===== src/rtl/game_pkg.sv =====
// Shared game constants: screen geometry, 3-bit colours, choice codes
// and the box_plotter state encoding.
package game_pkg;

  localparam int SCREEN_W = 160;
  localparam int SCREEN_H = 120;

  localparam logic [2:0] BLACK   = 3'b000;
  localparam logic [2:0] BLUE    = 3'b001;
  localparam logic [2:0] GREEN   = 3'b010;
  localparam logic [2:0] CYAN    = 3'b011;
  localparam logic [2:0] RED     = 3'b100;
  localparam logic [2:0] MAGENTA = 3'b101;
  localparam logic [2:0] YELLOW  = 3'b110;
  localparam logic [2:0] WHITE   = 3'b111;

  typedef enum logic [2:0] {
    CH_NONE    = 3'b000,
    CH_CAT     = 3'b001,
    CH_DOG     = 3'b010,
    CH_CHICKEN = 3'b100
  } choice_e;

  typedef enum logic [1:0] {
    BP_IDLE = 2'd0,
    BP_DRAW = 2'd1,
    BP_DONE = 2'd2
  } bp_state_e;

endpackage


===== src/rtl/raster_counter.sv =====
// Raster-order cx/cy offset counters; exposes the next position,
// a last-pixel flag and the border flag of the next position.
module raster_counter #(
  parameter int XW = 8,
  parameter int YW = 7
) (
  input  logic          clk,
  input  logic          rst_n,
  input  logic          load_i,
  input  logic          adv_i,
  input  logic [XW-1:0] w_i,
  input  logic [YW-1:0] h_i,
  output logic [XW-1:0] nx_o,
  output logic [YW-1:0] ny_o,
  output logic          last_o,
  output logic          edge_o
);

  logic [XW-1:0] cx_q, cx_d;
  logic [YW-1:0] cy_q, cy_d;
  logic [XW-1:0] wm1;
  logic [YW-1:0] hm1;
  logic          xend;

  assign wm1  = w_i - XW'(1);
  assign hm1  = h_i - YW'(1);
  assign xend = (cx_q == wm1);

  always_comb begin
    nx_o = cx_q + XW'(1);
    ny_o = cy_q;
    if (xend) begin
      nx_o = '0;
      ny_o = cy_q + YW'(1);
    end
  end

  assign last_o = xend && (cy_q == hm1);

  // Border test is on the position about to be presented.
  assign edge_o = (nx_o == '0) || (nx_o == wm1) ||
                  (ny_o == '0) || (ny_o == hm1);

  always_comb begin
    cx_d = cx_q;
    cy_d = cy_q;
    if (load_i) begin
      cx_d = '0;
      cy_d = '0;
    end else if (adv_i) begin
      cx_d = nx_o;
      cy_d = ny_o;
    end
  end

  always_ff @(posedge clk or negedge rst_n) begin
    if (!rst_n) begin
      cx_q <= '0;
      cy_q <= '0;
    end else begin
      cx_q <= cx_d;
      cy_q <= cy_d;
    end
  end

endmodule


===== src/rtl/box_plotter.sv =====
// Filled-rectangle / clear-screen pixel writer for the VGA adapter.
// Optional BOX_PLOTTER_OUTLINE_EN adds an outline-only draw mode.
module box_plotter #(
  parameter int SCREEN_W = game_pkg::SCREEN_W,
  parameter int SCREEN_H = game_pkg::SCREEN_H,
  parameter int XW       = 8,
  parameter int YW       = 7,
  parameter int CW       = 3
) (
  input  logic          clock,
  input  logic          resetn,
  input  logic          start,
  input  logic          clear,
`ifdef BOX_PLOTTER_OUTLINE_EN
  input  logic          outline,
`endif
  input  logic [XW-1:0] x0,
  input  logic [YW-1:0] y0,
  input  logic [XW-1:0] w,
  input  logic [YW-1:0] h,
  input  logic [CW-1:0] colour_in,
  output logic          busy,
  output logic          done,
  output logic [XW-1:0] x,
  output logic [YW-1:0] y,
  output logic [CW-1:0] colour,
  output logic          plot
);

  import game_pkg::*;

  localparam logic [XW:0] XLIM = (XW+1)'(SCREEN_W);
  localparam logic [YW:0] YLIM = (YW+1)'(SCREEN_H);

  bp_state_e     state_q;
  logic [XW-1:0] x0_q, w_q, x_q;
  logic [YW-1:0] y0_q, h_q, y_q;
  logic [CW-1:0] col_q;
  logic          busy_q, done_q, plot_q;

  logic [XW-1:0] nx;
  logic [YW-1:0] ny;
  logic          last, bord;
  logic          go, empty_in, load, adv;
  logic [XW-1:0] ox0, ow;
  logic [YW-1:0] oy0, oh;
  logic [XW:0]   xs0, xs;
  logic [YW:0]   ys0, ys;
  logic          in0, pix_on;

  assign go       = (state_q == BP_IDLE) && start;
  assign empty_in = !clear && ((w == '0) || (h == '0));
  assign load     = go && !empty_in;
  assign adv      = (state_q == BP_DRAW) && !last;

  assign ox0 = clear ? '0 : x0;
  assign oy0 = clear ? '0 : y0;
  assign ow  = clear ? XW'(SCREEN_W) : w;
  assign oh  = clear ? YW'(SCREEN_H) : h;

  // Pixel 0 goes out on the start edge, so it uses the live inputs.
  assign xs0 = {1'b0, ox0};
  assign ys0 = {1'b0, oy0};
  assign in0 = (xs0 < XLIM) && (ys0 < YLIM);

  assign xs = {1'b0, x0_q} + {1'b0, nx};
  assign ys = {1'b0, y0_q} + {1'b0, ny};

`ifdef BOX_PLOTTER_OUTLINE_EN
  logic outl_q;
  assign pix_on = (xs < XLIM) && (ys < YLIM) &&
                  (!outl_q || bord);
`else
  logic unused_bord;
  assign unused_bord = bord;
  assign pix_on = (xs < XLIM) && (ys < YLIM);
`endif

  raster_counter #(
    .XW(XW),
    .YW(YW)
  ) u_cnt (
    .clk   (clock),
    .rst_n (resetn),
    .load_i(load),
    .adv_i (adv),
    .w_i   (w_q),
    .h_i   (h_q),
    .nx_o  (nx),
    .ny_o  (ny),
    .last_o(last),
    .edge_o(bord)
  );

  always_ff @(posedge clock or negedge resetn) begin
    if (!resetn) begin
      state_q <= BP_IDLE;
      x0_q    <= '0;
      y0_q    <= '0;
      w_q     <= '0;
      h_q     <= '0;
      col_q   <= '0;
      x_q     <= '0;
      y_q     <= '0;
      busy_q  <= 1'b0;
      done_q  <= 1'b0;
      plot_q  <= 1'b0;
`ifdef BOX_PLOTTER_OUTLINE_EN
      outl_q  <= 1'b0;
`endif
    end else begin
      unique case (state_q)
        BP_IDLE: begin
          done_q <= 1'b0;
          plot_q <= 1'b0;
          if (go && empty_in) begin
            state_q <= BP_DONE;
            done_q  <= 1'b1;
          end else if (go) begin
            state_q <= BP_DRAW;
            x0_q    <= ox0;
            y0_q    <= oy0;
            w_q     <= ow;
            h_q     <= oh;
            col_q   <= colour_in;
            x_q     <= xs0[XW-1:0];
            y_q     <= ys0[YW-1:0];
            busy_q  <= 1'b1;
            plot_q  <= in0;
`ifdef BOX_PLOTTER_OUTLINE_EN
            outl_q  <= outline && !clear;
`endif
          end
        end
        BP_DRAW: begin
          if (last) begin
            state_q <= BP_DONE;
            busy_q  <= 1'b0;
            plot_q  <= 1'b0;
            done_q  <= 1'b1;
          end else begin
            x_q    <= xs[XW-1:0];
            y_q    <= ys[YW-1:0];
            plot_q <= pix_on;
          end
        end
        BP_DONE: begin
          state_q <= BP_IDLE;
          done_q  <= 1'b0;
        end
        default: begin
          state_q <= BP_IDLE;
          busy_q  <= 1'b0;
          done_q  <= 1'b0;
          plot_q  <= 1'b0;
        end
      endcase
    end
  end

  assign busy   = busy_q;
  assign done   = done_q;
  assign x      = x_q;
  assign y      = y_q;
  assign colour = col_q;
  assign plot   = plot_q;

endmodule


===== config.mk =====
export PLATFORM = sky130hd
export DESIGN_NAME = box_plotter
export DESIGN_NICKNAME = d
export VERILOG_FILES = /design/src/rtl/game_pkg.sv /design/src/rtl/raster_counter.sv /design/src/rtl/box_plotter.sv
export SDC_FILE = /design/constraint.sdc
export NUM_CORES = 1
export LEC_CHECK = 0
export CORE_MARGIN = 2
export CORE_UTILIZATION = 55
export CTS_CLUSTER_SIZE = 28
export DETAILED_ROUTE_END_ITERATION = 16
export PLACE_DENSITY = 0.79
export SLEW_MARGIN = 10
export SYNTH_ARGS = -nofsm -noshare
export SYNTH_HDL_FRONTEND = slang
export SYNTH_HIERARCHICAL = 1
export SYNTH_SLANG_ARGS = --single-unit

===== constraint.sdc =====
create_clock -name clock -period 6.15 [get_ports clock]
set_input_delay 0.615 -clock clock [delete_from_list [all_inputs] [get_ports clock]]
set_output_delay 0.615 -clock clock [all_outputs]
set_load 0.02 [all_outputs]

Word-level counts from Yosys, hierarchy flattened --
Cells that the tools add are included.
Cells by class: add/sub/neg operators 6, magnitude comparators 4, eq/ne operators 9, multiplexer cells 33, bitwise operators 2, reductions and logical operators 21
Operator list (number):
- two-way mux 8 bit | 8
- two-way mux 7 bit | 8
- case mux 8 bit (2 select lines) | 1
- case mux 7 bit (2 select lines) | 1
- adder 8 x 8 -> 9 bit | 1
- less-than comparator 9 x 8 -> 1 bit (second input constant) | 1
- adder 7 x 7 -> 8 bit | 1
- adder 8 x 1 -> 8 bit (second input constant) | 1
- == test 8 bit | 1
- logical AND 1 bit | 8
- logical NOT 8 bit | 1
- less-than comparator 8 x 7 -> 1 bit (second input constant) | 1
- less-than comparator 8 bit (second input constant) | 1
- two-way mux 1 bit | 8
- inequality test 2 bit (second input constant) | 4
- AND reduction 4 bit | 2
- subtractor 8 x 1 -> 8 bit (second input constant) | 1
- adder 7 x 1 -> 7 bit (second input constant) | 1
- == test 7 bit | 1
- logical NOT 7 bit | 1
- less-than comparator 7 bit (second input constant) | 1
- subtractor 7 x 1 -> 7 bit (second input constant) | 1
- two-way mux 2 bit | 3
- case mux 1 bit (3 select lines) | 2
- other kinds (12) | 16
Word-level totals: register bits 68, bits of input ports 37, logic and storage cells 88

Longest topological paths before layout --
Gate-level depths: netlist of the first run.
depth in word-level cells 8, mapped depth 19, gate-level depth less buffers 16

Modules after synthesis --
The synthesis of the first run kept the hierarchy.
By module, submodules not included:
- box_plotter | times used 1, cells each 335, area an instance 2889.0 um^2, seq. area each 1326.3 um^2
- raster_counter | times used 1, cells each 220, area an instance 1879.3 um^2, seq. area each 375.4 um^2

Worst setup path before layout of the first run --
No wires, ideal clock.
kind register to register, start point register w_q[0], end point register plot_q, in the netlist plot, setup time 0.128 ns, data arrival time 3.579 ns, path slack 2.442 ns, stages on the path, launching flop included 15, buffers on the path 0, cell sequence dfrtp_1 inv_1 ha_1 nor3b_4 nor3b_4 xnor3_2 nand3_2 mux2_2 fa_1 a211oi_1 o21bai_1 a21o_1 xnor2_1 nor4_1 o31ai_2
On the way: cells in the longest elaborated chain, start to end 8, elaborated cells between the ends (all ways) 12, classes of those cells 3 x add/sub; 2 x order compare; 1 x eq/ne; 4 x mux; 2 x reduce/logical
Ends and longest elaborated chain:
- from (decl) | line box_plotter.sv:36 | logic [XW-1:0] x0_q, w_q, x_q;
- from (signal assigned) | line box_plotter.sv:123 | w_q <= ow;
- subtractor 8 x 1 -> 8 bit | line raster_counter.sv:25 | assign wm1 = w_i - XW'(1);
- == test 8 bit | line raster_counter.sv:27 | assign xend = (cx_q == wm1);
- two-way mux 7 bit | line raster_counter.sv:32 | if (xend) begin
- via ny[1] | line box_plotter.sv:42 | logic [YW-1:0] ny;
- adder 7 x 7 -> 8 bit | line box_plotter.sv:67 | assign ys = {1'b0, y0_q} + {1'b0, ny};
- less-than comparator 8 x 7 -> 1 bit | line box_plotter.sv:76 | assign pix_on = (xs < XLIM) && (ys < YLIM);
- logical AND 1 bit | line box_plotter.sv:76
- two-way mux 1 bit | line box_plotter.sv:136 | if (last) begin
- case mux 1 bit (3 select lines) | line box_plotter.sv:112 | unique case (state_q)
- to (signal assigned) | line box_plotter.sv:129 | plot_q <= in0;
- to (signal assigned) | line box_plotter.sv:144 | plot_q <= pix_on;
- to (decl) | line box_plotter.sv:39 | logic busy_q, done_q, plot_q;
The timed path passes the listed nets, and every way through them passes these cells. A chain may end at the register's enable or synchronous reset.

Final worst setup path of the first run --
Ends and elaborated chain as after synthesis.

==> impl_summary.log, run 1 <==
INFO  metric fp.coreArea = 7690 um^2
INFO  metric worst_hold_path_type = in2async
INFO  metric die_area = 8610 um^2
INFO  metric critPathKind = reg2reg
INFO  metric top_library_cells_by_usage_in_the_layout_fill_and_taps_aside = sky130_fd_sc_hd__nand2_1, sky130_fd_sc_hd__dfrtp_1, sky130_fd_sc_hd__clkdlybuf4s50_1
INFO  metric fin_crit = 3.89 ns
INFO  metric critical_path.startpoint = w_q[0]
INFO  metric vias_per_cell = 5.64
INFO  metric status = complete, no violations
INFO  metric cell_area_placed = 4920 um^2
INFO  metric transition_time_at_the_pin_with_the_least_slew_margin = 1.12 ns
INFO  metric crit_cells = 14
INFO  metric overflow = 0
INFO  metric post_cts.resized_instances = 0
INFO  metric syn_area = 4340 um^2
INFO  metric drv_slew = 0
INFO  metric place_hpwl = 7.15 mm
INFO  metric grt-busiest-layer = met2
INFO  metric cpMostUsedCell = sky130_fd_sc_hd__nor3b_4
INFO  metric via_count = 3630
INFO  metric cp_slowest_stage_delay = 0.44 ns
INFO  metric syn2layout_area_growth = 17.1%
INFO  metric cts_max_level = 3
INFO  metric gr-usage-met1 = 35.5%
INFO  metric final_design_area_no_fill = 5080 um^2
INFO  metric maximum_fanout_along_the_worst_path = 6
INFO  metric final_nets = 596
INFO  metric grt_antenna_before_repair = 0
INFO  metric worst_slew_margin_rel = 25.4%
INFO  metric drt_wl_total = 10.1 mm
INFO  metric setup-tns-final = 0 ns
INFO  metric port-buffer-count = 57
INFO  metric worst_setup_path_start_kind = flop
INFO  metric detail_route.iter0.violations = 195
INFO  metric post_route_cells_drive_above_1_share = 8.12%
INFO  metric wl_per_instance = 15.6 um
INFO  metric worst-r2r-cell-count = 14
INFO  metric setup.reg_to_reg.worst_slack = 2.26 ns
INFO  metric cellPowerDensity = 416 nW/um^2
INFO  metric detail_route.first_pass.iterations = 5
INFO  metric initial_utilization = 56.4%
INFO  metric critical-path-top-delay-family = compound AO/OA/AOI/OAI gates
INFO  metric drc_errors = 0
INFO  metric syn_inst = 496
INFO  metric clk_root_buffer_cell = sky130_fd_sc_hd__clkbuf_8
INFO  metric crit_path_cells = inv_1 -> ha_1 -> nor3b_4 -> nor3b_4 -> xnor3_2 -> nand3_2 -> mux2_2 -> fa_1 -> a211oi_1 -> o21bai_1 -> nand4_1 -> nor3b_1 -> a311o_1 -> o31ai_2
INFO  metric postSynthNetCount = 554
INFO  metric io_pins = 58
INFO  metric gp_routability_congestion = 0.889
INFO  metric worst_setup_hold_path_clk_slew = 0.07 ns
INFO  metric die_y = 92.8 um
INFO  metric worst_skew_pair.late_latency = 0.36 ns
INFO  metric setup-violations-final = 0
INFO  metric insertedDiodeCount = 0
INFO  metric most_frequent_standard_cell_in_the_layout_excluding_fill_and_tap_cells = sky130_fd_sc_hd__nand2_1
INFO  metric use_met2 = 38.6%
INFO  metric die_w = 92.8 um
INFO  metric rsz0062_at_grt = no
INFO  metric hold_buffers = 0
INFO  metric timing.final.hold_violations = 0
INFO  metric floorplan.rows = 32
INFO  metric finalCritPeriodShare = 63.3%
INFO  metric finClkSkew = 0.00875 ns
INFO  metric cts.sink_count = 68
INFO  metric numCtsBuffers = 9
INFO  metric largest_net_degree_at_the_start_of_global_routing = 69
INFO  metric synth_area_per_cell = 8.74 um^2
INFO  metric antenna_violating_nets_left = 0
INFO  metric grt_usage = 25.5%
INFO  metric number_of_maximum_capacitance_constraint_violations = 0
INFO  metric critical_path_arrival = 4.16 ns
INFO  metric grt_pass1_wl = 17.4 mm
INFO  metric grt_use_met3 = 5.78%
INFO  metric achievable-frequency = 257 MHz
INFO  metric first_global_vias = 3689
INFO  metric type_of_destination_of_the_critical_path = flop
INFO  metric post_cts.repair.setup_buffers = 0
INFO  metric max-clock-path-buffers = 2
INFO  metric cp_max_delay_cell = sky130_fd_sc_hd__dfrtp_1
INFO  metric power.leakage = 2.39 nW
INFO  metric ys.warnings.count = 6
INFO  metric vdd_ir_drop_max = 0.000273 V
INFO  metric critical_path_buf_inv_count = 1
INFO  metric regToRegStartpoint = w_q[0]
INFO  metric worst-endpoint-required = 6.41 ns
INFO  metric cts_tree = done
worst register-to-register path: stages, from the launching register on:
cell	delay, ns
sky130_fd_sc_hd__dfrtp_1	0.44
sky130_fd_sc_hd__inv_1	0.08
sky130_fd_sc_hd__ha_1	0.19
sky130_fd_sc_hd__nor3b_4	0.21
sky130_fd_sc_hd__nor3b_4	0.21
sky130_fd_sc_hd__xnor3_2	0.30
sky130_fd_sc_hd__nand3_2	0.17
sky130_fd_sc_hd__mux2_2	0.40
sky130_fd_sc_hd__fa_1	0.43
sky130_fd_sc_hd__a211oi_1	0.39
sky130_fd_sc_hd__o21bai_1	0.16
sky130_fd_sc_hd__nand4_1	0.16
sky130_fd_sc_hd__nor3b_1	0.09
sky130_fd_sc_hd__a311o_1	0.37
sky130_fd_sc_hd__o31ai_2	0.20
sequential cells by signal (all words and copies together) (netlist names), 2 cells and up:
register,cells
colour,3
h_q,7
state_q,2
u_cnt/cx_q,8
u_cnt/cy_q,7
w_q,8
x,8
x0_q,8
y,7
y0_q,7
path summary, 6_finish.rpt:
| check | endpoint |
|---|---|
| setup / recovery | plot |
| hold reg to reg | colour[2] |
| hold / removal | x[2] |
| min in group clock | colour[2] |
| setup reg to reg | plot |
| max in group asynchronous | y0_q[4] |
report_power, final:
group / internal (mW) / switching, mW / total [mW]
logic: 0.506 / 0.542 / 1.05
registers: 0.597 / 0.148 / 0.745
clock network: 0.142 / 0.176 / 0.318
total: 1.24 / 0.866 / 2.11
layer usage:
layer  vias up  share of wire (%)
met3        26                4.6
li1       1766                  -
met4         0                2.7
met1      1736                 47
met5         -                  0
met2       102                 45
per-stage QoR:
stage	setup WS, ns	hold WS [ns]	power [mW]	util, %	std cells
after detailed placement	2.30	0.469	1.79	64.0	629
after CTS	2.26	0.485	2.11	66.0	644
after floorplan	2.60	0.319	1.47	-	496
final	2.26	0.452	2.11	66.0	644
after global routing	2.05	0.506	2.27	66.0	644
after global placement	2.44	0.457	1.75	64.0	629
final cells by class:
class	count	area, um^2
clock buffer	10	128
clock inverter	5	30.0
fill	634	2610
inverter	10	37.5
multi-input combinational	388	2460
sequential	68	1700
tap	102	128
timing repair buffer	61	596
Note: power is estimated with default switching activity, not from simulation.
==> inputs of run 2 (changes only) <==
==> constraint.sdc (replaced) <==
create_clock -name clock -period 3.6 [get_ports clock]
set_input_delay 0.36 -clock clock [delete_from_list [all_inputs] [get_ports clock]]
set_output_delay 0.36 -clock clock [all_outputs]
set_load 0.02 [all_outputs]
==> run 2 against run 1 <==
Net effect:
- sequential power up 73%
- combinational power rose by 93%
- critical endpoint unchanged
- utilization up 4.4 points
- register-to-register slack worse by 2.2 ns
==> impl_summary.log, run 2 (same netlist as run 1, synthesis figures left out) <==
INFO  metric drt_wl_total = 11.2 mm (+12%)
INFO  metric cp_max_delay_cell = sky130_fd_sc_hd__dfrtp_1
INFO  metric setup-violations-final = 0 (unchanged)
INFO  metric worst-endpoint-required = 3.85 ns (-2.56 ns)
INFO  metric detail_route.first_pass.iterations = 5 (unchanged)
INFO  metric timing.final.hold_violations = 0 (unchanged)
INFO  metric sequentialPowerShare = 33.2% (-2.1 points)
INFO  metric cp_slowest_stage_delay = 0.39 ns (-0.05 ns)
INFO  metric vdd_ir_drop_max = 0.000592 V (+120%)
INFO  metric vias_per_cell = 5.75 (+1.9%)
INFO  metric hold_buffers = 0 (unchanged)
INFO  metric first_global_vias = 3844 (+4.2%)
INFO  metric cts_tree = done
INFO  metric largest_net_degree_at_the_start_of_global_routing = 44 (-36%)
INFO  metric final_nets = 614 (+3.0%)
INFO  metric finalCritPeriodShare = 98.5% (+35 points)
INFO  metric fp.coreArea = 7690 um^2 (unchanged)
INFO  metric post-place-cells = 636 (+1.1%)
INFO  metric status = complete, no violations
INFO  metric syn2layout_area_growth = 24.8%
INFO  metric share_comb_of_total_power = 52.3% (+2.7 points)
INFO  metric clk_root_buffer_cell = sky130_fd_sc_hd__clkbuf_8
INFO  metric cellInternalPower = 2.28 mW (+83%)
INFO  metric via_count = 3792 (+4.5%)
INFO  metric port-buffer-count = 57 (unchanged)
INFO  metric post_route_cells_drive_above_1_share = 16.1% (+8.0 points)
INFO  metric finClkSkew = 0.00950 ns (+0.000746 ns)
INFO  metric numCtsBuffers = 9 (unchanged)
INFO  metric critPathKind = reg2reg
INFO  metric grt_antenna_before_repair = 0 (unchanged)
INFO  metric worst_setup_path_start_kind = flop
INFO  metric grt_usage = 26.8% (+1.4 points)
INFO  metric power_frac_clock = 14.4% (-0.7 points)
INFO  metric drc_errors = 0 (unchanged)
INFO  metric io_pins = 58 (unchanged)
INFO  metric power.leakage = 2.54 nW (+6.3%)
INFO  metric number_of_maximum_capacitance_constraint_violations = 0 (unchanged)
INFO  metric initial_utilization = 56.4% (unchanged)
INFO  metric critical_path_arrival = 3.80 ns (-0.36 ns)
INFO  metric cts_max_level = 3 (unchanged)
INFO  metric wl_per_instance = 17.0 um (+9.0%)
INFO  metric die_y = 92.8 um (unchanged)
INFO  metric drv_slew = 0 (unchanged)
INFO  metric final_core_util = 70.4% (+4.4 points)
INFO  metric total_power = 3.87 mW (+84%)
INFO  metric fin_crit = 3.55 ns (-0.346 ns)
INFO  metric achievable-frequency = 282 MHz (+9.8%)
INFO  metric maximum_fanout_along_the_worst_path = 5 (-1)
INFO  metric floorplan.rows = 32 (unchanged)
INFO  metric insertedDiodeCount = 0 (unchanged)
INFO  metric type_of_destination_of_the_critical_path = flop
INFO  metric most_frequent_standard_cell_in_the_layout_excluding_fill_and_tap_cells = sky130_fd_sc_hd__nand2_1
INFO  metric die_w = 92.8 um (unchanged)
INFO  metric worst_skew_pair.late_latency = 0.35 ns (about the same)
INFO  metric cts.sink_count = 68 (unchanged)
INFO  metric fin_hold_ws = 0.00453 ns (-0.448 ns)
INFO  metric worst_setup_hold_path_clk_slew = 0.08 ns (about the same)
INFO  metric antenna_violating_nets_left = 0 (unchanged)
INFO  metric worst_slew_margin_rel = 27.5% (+2.1 points)
INFO  metric transition_time_at_the_pin_with_the_least_slew_margin = 1.09 ns (-0.0316 ns)
INFO  metric place_hpwl = 7.88 mm (+10%)
INFO  metric gp_routability_congestion = 0.904 (+1.7%)
INFO  metric overflow = 0 (unchanged)
INFO  metric worst_hold_path_type = in2async
INFO  metric top_library_cells_by_usage_in_the_layout_fill_and_taps_aside = sky130_fd_sc_hd__nand2_1, sky130_fd_sc_hd__dfrtp_1, sky130_fd_sc_hd__clkdlybuf4s50_1
INFO  metric setup.reg_to_reg.worst_slack = 0.05 ns (-2.20 ns)
INFO  metric power_switching = 1.60 mW (+85%)
INFO  metric die_area = 8610 um^2 (unchanged)
INFO  metric cellPowerDensity = 716 nW/um^2 (+72%)
INFO  metric grt_pass1_wl = 18.1 mm (+4.4%)
INFO  metric sw_frac_of_total = 41.3% (+0.23 points)
INFO  metric crit_path_cells = inv_2 -> ha_4 -> nor3b_4 -> nor3b_4 -> xnor3_2 -> nand3_4 -> mux2_4 -> fa_2 -> a211oi_4 -> o21bai_1 -> nand4_1 -> nor3b_2 -> a311o_1 -> o31ai_2
INFO  metric cpMostUsedCell = sky130_fd_sc_hd__nor3b_4
INFO  metric finalNonFillerCells = 660 (+2.5%)
INFO  metric detail_route.iter0.violations = 304 (+56%)
INFO  metric max-clock-path-buffers = 2 (unchanged)
## run 2: repair_timing
action,CTS,global route
gates resized for setup,2,38
gates cloned,0,1
buffers inserted,4,6
setup endpoints to repair,2,5
pin swaps,3,13
## run 2: power by group through the flow
stage                     Combinational [mW]  Sequential (mW)  Clock [mW]
after floorplan                         1.17             1.34           0
after global placement                  1.72             1.27           0
after detailed placement                1.81             1.28           0
after CTS                               1.83             1.27       0.557
after global routing                    2.22             1.32       0.589
final                                   2.03             1.29       0.559
## run 2: worst paths after layout
kind	start	cells past startpoint	to
max in group asynchronous	resetn	2	h_q[1]
max reg2reg	w_q[1]	14	plot
max	w_q[1]	14	plot
min reg2reg	colour[1]	2	colour[1]
min in group clock	colour[1]	2	colour[1]
min	resetn	1	x[1]
## run 2: worst max-delay path: cells and delay by family (launching register included)
| kind | cells | cell delay, ns |
|---|---|---|
| DFF | 1 | 0.39 |
| adders and majority gates | 2 | 0.53 |
| and+or+nand+nor | 5 | 0.82 |
| muxes | 1 | 0.33 |
| xor gates and xnor gates | 1 | 0.34 |
| AOI/OAI and AO/OA | 4 | 0.97 |
| buffers and inverters | 1 | 0.07 |
## run 2: layer usage
metal,global-route usage (%),wire length [um]
met2,43.9,5380
met4,8.95,313
met3,4.96,531
met5,0,0
met1,36.1,5010
## run 2: per-stage QoR
stage	setup TNS, ns	area (um^2)	setup slack, ns
after floorplan	0	4340	0.0525
after global placement	0	4970	0.0128
after detailed placement	-0.219	4970	-0.154
after CTS	0	5180	0.0102
after global routing	-0.196	5410	-0.0930
final	0	5410	0.0541
## run 2: final cells by class
type                       count  area, um^2
multi-input combinational    389        2660
fill                         597        2270
sequential                    68        1700
timing repair buffer          78         723
clock buffer                  11         151
tap                          102         128
inverter                      10        37.5
clock inverter                 2        12.5
